### src/rtl/fetch_pkg.sv
// Shared types and constants for the instruction-fetch stage.
// Optional perf counters build under FETCH_PERF_CNT_EN.
package fetch_pkg;

  typedef enum logic [1:0] {
    S_BOOT,
    S_REQ,
    S_HOLD,
    S_DRAIN
  } fetch_state_e;

  localparam logic [31:0] FETCH_NOP = 32'h0000_0000;
  localparam logic [31:0] PC_INC    = 32'd4;

endpackage

### src/rtl/fetch_if.sv
// Instruction-memory req/ack port between fetch and imem.
// Master drives req/addr; slave returns a one-cycle ack with data.
interface fetch_if;

  logic        imem_req;
  logic [31:0] imem_addr;
  logic        imem_ack;
  logic [31:0] imem_rdata;

  modport master (
    output imem_req,
    output imem_addr,
    input  imem_ack,
    input  imem_rdata
  );

  modport slave (
    input  imem_req,
    input  imem_addr,
    output imem_ack,
    output imem_rdata
  );

endinterface

### src/rtl/fetch_perf_cnt.sv
// Fetch performance counters: consumed instructions and wait cycles.
// Only instantiated when FETCH_PERF_CNT_EN is defined.
module fetch_perf_cnt (
  input  logic        clk,
  input  logic        reset,
  input  logic        inc_fetched,
  input  logic        inc_wait,
  output logic [31:0] perf_fetched,
  output logic [31:0] perf_wait
);

  always_ff @(posedge clk or negedge reset) begin
    if (!reset) begin
      perf_fetched <= '0;
      perf_wait    <= '0;
    end else begin
      if (inc_fetched) perf_fetched <= perf_fetched + 32'd1;
      if (inc_wait)    perf_wait    <= perf_wait + 32'd1;
    end
  end

endmodule

### src/rtl/fetch_unit.sv
// Instruction-fetch stage: PC, imem req/ack, hold buffer, drain.
// Define FETCH_PERF_CNT_EN to add perf_fetched/perf_wait outputs.
module fetch_unit
  import fetch_pkg::*;
#(
  parameter logic [31:0] RESET_PC = 32'h0000_0000
) (
  input  logic        clk,
  input  logic        reset,
  input  logic        stall,
  input  logic        redirect,
  input  logic [31:0] redirect_pc,
  fetch_if.master     imem,
  output logic [31:0] Instruction_F,
  output logic [31:0] NPC_F,
  output logic        kill,
  output logic        disable_IR
`ifdef FETCH_PERF_CNT_EN
  ,
  output logic [31:0] perf_fetched,
  output logic [31:0] perf_wait
`endif
);

  fetch_state_e state, state_n;
  logic [31:0]  pc, pc_n;
  logic [31:0]  req_addr, req_addr_n;
  logic [31:0]  hold_instr, hold_n;
  logic         valid_c;
  logic         consume;
  logic         ack;

  assign ack     = imem.imem_ack;
  assign valid_c = ((state == S_REQ) && ack) || (state == S_HOLD);
  assign consume = valid_c && !stall && !redirect;

  assign imem.imem_req  = (state == S_REQ) || (state == S_DRAIN);
  assign imem.imem_addr = req_addr;

  assign Instruction_F = (state == S_HOLD) ? hold_instr :
                         (valid_c ? imem.imem_rdata : FETCH_NOP);
  assign NPC_F         = pc + PC_INC;
  assign kill          = redirect || !valid_c;
  assign disable_IR    = stall && !redirect;

  always_ff @(posedge clk or negedge reset) begin
    if (!reset) begin
      state      <= S_BOOT;
      pc         <= RESET_PC;
      req_addr   <= RESET_PC;
      hold_instr <= FETCH_NOP;
    end else begin
      state      <= state_n;
      pc         <= pc_n;
      req_addr   <= req_addr_n;
      hold_instr <= hold_n;
    end
  end

  always_comb begin
    state_n    = state;
    pc_n       = pc;
    req_addr_n = req_addr;
    hold_n     = hold_instr;
    if (redirect) begin
      pc_n = redirect_pc;
      // An unacked request must retire before the target is issued
      if (state == S_REQ && !ack) begin
        state_n = S_DRAIN;
      end else if (state != S_DRAIN) begin
        req_addr_n = redirect_pc;
        state_n    = S_REQ;
      end
    end else begin
      unique case (state)
        S_BOOT: state_n = S_REQ;
        S_REQ: begin
          if (consume) begin
            pc_n       = pc + PC_INC;
            req_addr_n = pc + PC_INC;
          end else if (ack && stall) begin
            hold_n  = imem.imem_rdata;
            state_n = S_HOLD;
          end
        end
        S_HOLD: begin
          if (consume) begin
            pc_n       = pc + PC_INC;
            req_addr_n = pc + PC_INC;
            state_n    = S_REQ;
          end
        end
        S_DRAIN: begin
          if (ack) begin
            req_addr_n = pc;
            state_n    = S_REQ;
          end
        end
        default: state_n = S_BOOT;
      endcase
    end
  end

`ifdef FETCH_PERF_CNT_EN
  fetch_perf_cnt u_perf (
    .clk          (clk),
    .reset        (reset),
    .inc_fetched  (consume),
    .inc_wait     (imem.imem_req && !ack),
    .perf_fetched (perf_fetched),
    .perf_wait    (perf_wait)
  );
`endif

endmodule

### src/flat_wrapper.sv
// flat-port wrapper written by rule: the top's interface ports become plain ports
module fetch_unit_flat import fetch_pkg::*;
#(
  parameter logic [31:0] RESET_PC = 32'h0000_0000
)
  (clk, reset, stall, redirect, redirect_pc, Instruction_F, NPC_F, kill, disable_IR, imem_imem_req, imem_imem_addr, imem_imem_ack, imem_imem_rdata);
  fetch_if imem_i ();
  input  logic clk;
  input  logic reset;
  input  logic stall;
  input  logic redirect;
  input  logic [31:0] redirect_pc;
  output logic [31:0] Instruction_F;
  output logic [31:0] NPC_F;
  output logic kill;
  output logic disable_IR;
  output wire logic [$bits(imem_i.imem_req)-1:0] imem_imem_req;
  output wire logic [$bits(imem_i.imem_addr)-1:0] imem_imem_addr;
  input wire logic [$bits(imem_i.imem_ack)-1:0] imem_imem_ack;
  input wire logic [$bits(imem_i.imem_rdata)-1:0] imem_imem_rdata;
  assign imem_imem_req = imem_i.imem_req;
  assign imem_imem_addr = imem_i.imem_addr;
  assign imem_i.imem_ack = imem_imem_ack;
  assign imem_i.imem_rdata = imem_imem_rdata;
  fetch_unit #(.RESET_PC(RESET_PC)) u_core (.clk(clk), .reset(reset), .stall(stall), .redirect(redirect), .redirect_pc(redirect_pc), .imem(imem_i), .Instruction_F(Instruction_F), .NPC_F(NPC_F), .kill(kill), .disable_IR(disable_IR));
endmodule
### config.mk
export PLATFORM = sky130hd
export DESIGN_NAME = fetch_unit_flat
export DESIGN_NICKNAME = d
export VERILOG_FILES = /design/src/rtl/fetch_pkg.sv /design/src/rtl/fetch_if.sv /design/src/rtl/fetch_perf_cnt.sv /design/src/rtl/fetch_unit.sv /design/src/flat_wrapper.sv
export SDC_FILE = /design/constraint.sdc
export NUM_CORES = 1
export LEC_CHECK = 0
export ABC_AREA = 1
export CORE_ASPECT_RATIO = 0.9
export CORE_MARGIN = 5
export CORE_UTILIZATION = 44
export DETAILED_ROUTE_END_ITERATION = 8
export GPL_ROUTABILITY_DRIVEN = 0
export PLACE_DENSITY = 0.84
export SYNTH_ARGS = -nofsm -noshare
export SYNTH_HDL_FRONTEND = slang
export SYNTH_HIERARCHICAL = 1
export SYNTH_SLANG_ARGS = --single-unit
### constraint.sdc
create_clock -name clk -period 1.7 [get_ports clk]
set_input_delay 0.17 -clock clk [delete_from_list [all_inputs] [get_ports clk]]
set_output_delay 0.17 -clock clk [all_outputs]
set_load 0.02 [all_outputs]
======== After elaboration in Yosys (flattened, before gate mapping) ========
Index checks and enable logic that the tools add are counted.
Widths: inputs -> output; s select.
operators by class
  add/subtract/negate cells ............... 1
  equal/unequal tests ..................... 12
  multiplexer cells ....................... 18
  bitwise operators ....................... 2
  reductions and logical operators ........ 22
operators with widths
  kind                   number
  $mux 32                9
  $pmux 32 s2            1
  $add 32x3->32 const B  1
  $mux 2                 7
  $reduce_and 5->1       2
  $ne 3x3->1 const B     3
  $pmux 2 s4             1
  $logic_and 1x1->1      6
  $ne 3x1->1 const B     2
  $eq 2x2->1 const B     2
  $logic_not 1->1        4
  $ne 2x2->1 const B     2
  $reduce_and 4->1       1
  $reduce_bool 2->1      2
  $logic_or 1x1->1       3
  $ne 3x2->1 const B     1
  $reduce_bool 3->1      1
  $eq 2x1->1 const B     1
  $logic_not 2->1        1
  $ne 2x1->1 const B     1
  $not 1->1              2
  $reduce_and 2->1       1
  $reduce_or 2->1        1
word-level totals
  bits in registers ....................... 98
  input bits .............................. 69
  output and inout port bits .............. 99
  logic and storage cells ................. 59

======== Depth between registers and ports, before layout ========
  depth in word-level cells ............... 8
  mapped depth ............................ 13

======== Worst setup path after synthesis ========
Ideal clock, no wire load.
  path type ............................... register to output
  start ................................... reg u_core.state[1]
  end ..................................... out Instruction_F[1]
  data arrival time ....................... 1689 ps
  required time ........................... 1530 ps
  setup slack ............................. -159 ps
  stages on the path, launching flop included .. 8
  buffers on the path ..................... 1
  cell sequence ........................... dfrtp_1 > inv_1 > ha_1 > nand2_1 > inv_1 > clkbuf_1 > nand2_1 > o21ai_0
on the way
  longest elaborated chain between the ends .. 5
  elaborated cells on any way between the ends .. 6
  classes of those cells .................. 2 x eq/ne; 2 x mux; 2 x reduce/logical
RTL lines
  item                      line                RTL
  start: declaration        fetch_unit.sv:25    fetch_state_e state, state_n;
  start signal: assignment  fetch_unit.sv:53    state <= state_n;
  $eq 2x1->1                fetch_unit.sv:34    assign valid_c = ((state == S_REQ) && ack) || (state == S_HOLD);
  $logic_and 1x1->1         fetch_unit.sv:34
  $logic_or 1x1->1          fetch_unit.sv:34
  $mux 32                   fetch_unit.sv:41    (valid_c ? imem.imem_rdata : FETCH_NOP);
  $mux 32 *                 fetch_unit.sv:40    assign Instruction_F = (state == S_HOLD) ? hold_instr :
  end: declaration          flat_wrapper.sv:13  output logic [31:0] Instruction_F;
Mark *: on every way between the ends. The rest lies on a longest branch, timed or not.

======== Worst setup path in the final report ========
  start ................................... reg u_core.pc[7]
  end ..................................... out NPC_F[31]
on the way
  longest elaborated chain between the ends .. 1
RTL lines
  item                      line                RTL
  start: declaration        fetch_unit.sv:26    logic [31:0] pc, pc_n;
  start signal: assignment  fetch_unit.sv:54    pc <= pc_n;
  $add 32x3->32             fetch_unit.sv:42    assign NPC_F = pc + PC_INC;
  end: declaration          flat_wrapper.sv:14  output logic [31:0] NPC_F;
Every way passes these cells.

==> impl_metrics.csv <==
group,metric,value,unit
clocking,cts_tree,"yes",
logic_synthesis,ys_async_sr_fraction,100.0,%
critical_path,crit_path_max_incr_delay,0.45,ns
logic_synthesis,synth_edf_count,0,
logic_synthesis,synth_top_area_share,41.86,%
logic_synthesis,yosys-top-cells-count,"nand2_1 (338), nor2_1 (111), dfrtp_1 (98)",
global_route,grt_max_degree,41,
global_route,track_usage,33.12,%
logic_synthesis,syn_nets,940,
drt,drtIter0Drc,976,
global_route,met2_usage,54.47,%
power_and_ir_drop,peakVddDrop,1.392,mV
drt,vias,8515,
critical_path,crit_chain,"nand2_1 -> nor2_1 -> nand2_1 -> nor2_4 -> nand2_1 -> nand2_2 -> and2_1 -> buf_4",
die,placement_rows,40,
global_route,grt_pass1_wl,41.88,mm
timing,max_freq,430.0,MHz
critical_path,cp.required,1.53,ns
timing,worst_slack,-0.6257,ns
cells_and_area,area_growth,100.1,%
hold_path,hold_class,"in2reg",
die,die-area,0.01572,mm^2
global_route,grt-busiest-layer,"met2",
critical_path,r2r_cells,15,
drt,routed_wl,33.65,mm
hold_path,worstHoldStart,"redirect",
clocking,root_buffer,"clkbuf_16",
die,dieWidth,131.6,um
clocking,cts_max_level,3,
critical_path,r2r-start,"u_core/state[0]",
timing,skew,0.01138,ns
cells_and_area,drive_gt1_share,48.75,%
logic_synthesis,synth-seq-area-share,41.86,%
timing,setup_viol,123,
critical_path,r2r_end,"u_core/imem.imem_addr[3]",
critical_path,path_class,"reg2out",
logic_synthesis,yosysTopAreaCell,"dfrtp_1",
outcome,violations,"negative setup slack",
logic_synthesis,netlist_area,0.005858,mm^2
die,start_util,44.34,%
run,cap_violations,0,
logic_synthesis,avgSynthCellArea,6.757,um^2
die,die_h,119.5,um
logic_synthesis,syn_inst,867,
global_route,gr-total-overflow,0,
clocking,max-clock-path-buffers,2,
global_route,met1_usage,38.91,%
placement,post-place-ws,-0.5235,ns
outcome,status,"finished, violations left",
logic_synthesis,synth_cell_type_count,29,
critical_path,critPathLaunch,"u_core/pc[7]",
timing,hold_viol_final,0,
cells_and_area,final_util,88.74,%
timing,grt_setup_unrepaired,"yes",
drt,first_pass_iters,6,
global_route,antenna_found_initial,1,
critical_path,cp-endpoint,"NPC_F[31]",
power_and_ir_drop,p_total,25.25,mW
logic_synthesis,ys.flop_type,"dfrtp_1",
logic_synthesis,synth_area_leaders,"dfrtp_1 (42%), nand2_1 (22%), nor2_1 (7.1%)",
die,core_area,0.01321,mm^2
critical_path,end_kind,"output port",
timing,finalMaxSlewViolations,0,
critical_path,cpMostUsedCell,"nand2_1",
power_and_ir_drop,p_leak,5.336,nW
placement,dp_hpwl,13.80,mm
critical_path,crit_arrival,2.16,ns
cells_and_area,num-nets-final,1266,
clocking,clk_latency,0.37,ns
logic_synthesis,synth.most_common_cell,"nand2_1",
critical_path,cp_max_fo,5,
drt,ant_nets,0,
logic_synthesis,ys_warn_count,6,
critical_path,crit_slowest_cell,"dfrtp_1",
critical_path,r2r_slack,-0.40,ns
timing,holdWs,0.2864,ns
timing,finalCritPeriodShare,136.8,%
critical_path,crit_family,"simple AND/OR/NAND/NOR gates",
timing,fin_crit,2.326,ns
critical_path,critical_path_depth,8,
critical_path,critPathBufInv,1,
global_route,first_global_vias,8125,
timing,tightestPinTransition,0.6203,ns
placement,portBuffers,167,
logic_synthesis,ys_seq_elements,98,
die,io_pins,168,
power_and_ir_drop,powerDensity,2153,mW/mm^2
drt,via_per_inst,6.229,
drt,drc,0,
drt,wl_per_cell,24.62,um
global_route,use_met3,8.108,%
clocking,cts_sinks,98,
critical_path,startpoint_type,"flip-flop",
clocking,numCtsBuffers,9,
clocking,clkSlewWorstSetupHoldPaths,0.08,ns
timing,relSlewSlack,58.65,%
-- layout by cell type, fill, tap and decap left out, types with 17 or more instances in the layout --
master | netlist | layout
nand2_2 | 3 | 69
nand3_2 | 0 | 21
nand3_1 | 48 | 25
nor2_1 | 111 | 33
buf_6 | 1 | 91
nor2_4 | 7 | 62
o21ai_2 | 0 | 17
buf_12 | 0 | 20
o21ai_0 | 58 | 38
clkdlybuf4s50_1 | 0 | 100
nand2_1 | 338 | 248
nand2_4 | 1 | 23
inv_1 | 43 | 34
a21oi_1 | 69 | 24
buf_4 | 9 | 121
dfrtp_1 | 98 | 92
nor2_2 | 3 | 26
a21oi_2 | 0 | 36
-- state kept, by name, summed over array words and instances (netlist names) --
name	count
u_core/hold_instr	32
u_core/imem.imem_addr	32
u_core/pc	32
u_core/state	2
-- cells by family (layout without fill, tap and decap cells) --
kind of cell               Yosys count  after routing  synth area share, %
xor gates and xnor gates            14             14                2.349
adders and majority gates            4              4               0.8544
other                                0              1                    0
buffers and inverters               93            424                6.834
DFF                                 98             98                41.86
AOI/OAI and AO/OA                  140            140                12.26
and+or+nand+nor                    518            518                35.84
-- what timing repair did --
item | CTS | global route
hold buffers | 1 | 0
setup buffers | 44 | 39
endpoints found under the hold margin | 32 | 0
gates cloned | 16 | 6
gates resized for setup | 651 | 216
endpoints found under the setup margin | 126 | 126
pin swaps | 67 | 71
-- how the worst min path moves through the flow --
stage                                 endpoint  slack (ns)  depth (start not counted)
final                             u_core/pc[0]        0.29                          4
after global routing              u_core/pc[0]        0.32                          4
after CTS                         u_core/pc[0]        0.23                          4
after detailed placement  u_core/hold_instr[1]        0.16                          1
after global placement    u_core/hold_instr[1]        0.16                          1
after floorplan           u_core/hold_instr[0]       -0.13                          0
-- worst reg2reg max path, delay by kind of cell, from the launching register on --
kind,cells,cell delay [ns]
compound gates,1,0.12
fa+ha+maj,1,0.16
simple gates,7,0.63
buf+inv,6,0.70
flops,1,0.40
-- per-stage QoR --
| stage | std cells | setup TNS [ns] | cell area (um^2) |
|---|---|---|---|
| 2_1_floorplan | 867 | -0.09539 | 5904 |
| 3_3_place_gp | 1258 | -24.14 | 8493 |
| 3_5_place_dp | 1258 | -27.75 | 8493 |
| 4_1_cts | 1334 | -26.03 | 10710 |
| 5_1_grt | 1367 | -39.15 | 11730 |
| 6_report | 1367 | -33.61 | 11730 |
-- power by group --
| part | internal (mW) | switching (mW) | leakage (nW) | total (mW) |
|---|---|---|---|---|
| clock network | 1.43 | 0.992 | 0.166 | 2.42 |
| logic | 8.28 | 9.85 | 4.02 | 18.1 |
| registers | 3.52 | 1.17 | 1.15 | 4.69 |
-- cell type report --
cell class	instances	area [um^2]
Multi-Input combinational cell	676	4584
Timing Repair Buffer	360	3902
Sequential cell	98	2460
Fill cell	537	1488
Inverter	48	231.5
Clock buffer	10	229.0
Tap cell	168	210.2
Clock inverter	6	105.1
Antenna cell	1	2.502
-- metal layers --
layer  wire length [um]  part of all wire, %  vias to the layer above
met5                  0                    0                        -
met3               3707                   11                      306
li1                   -                    -                     3395
met2              15880                   47                      802
met1              11110                   33                     4012
met4               2951                  8.8                        0
Power figures use the tool's default switching activity.
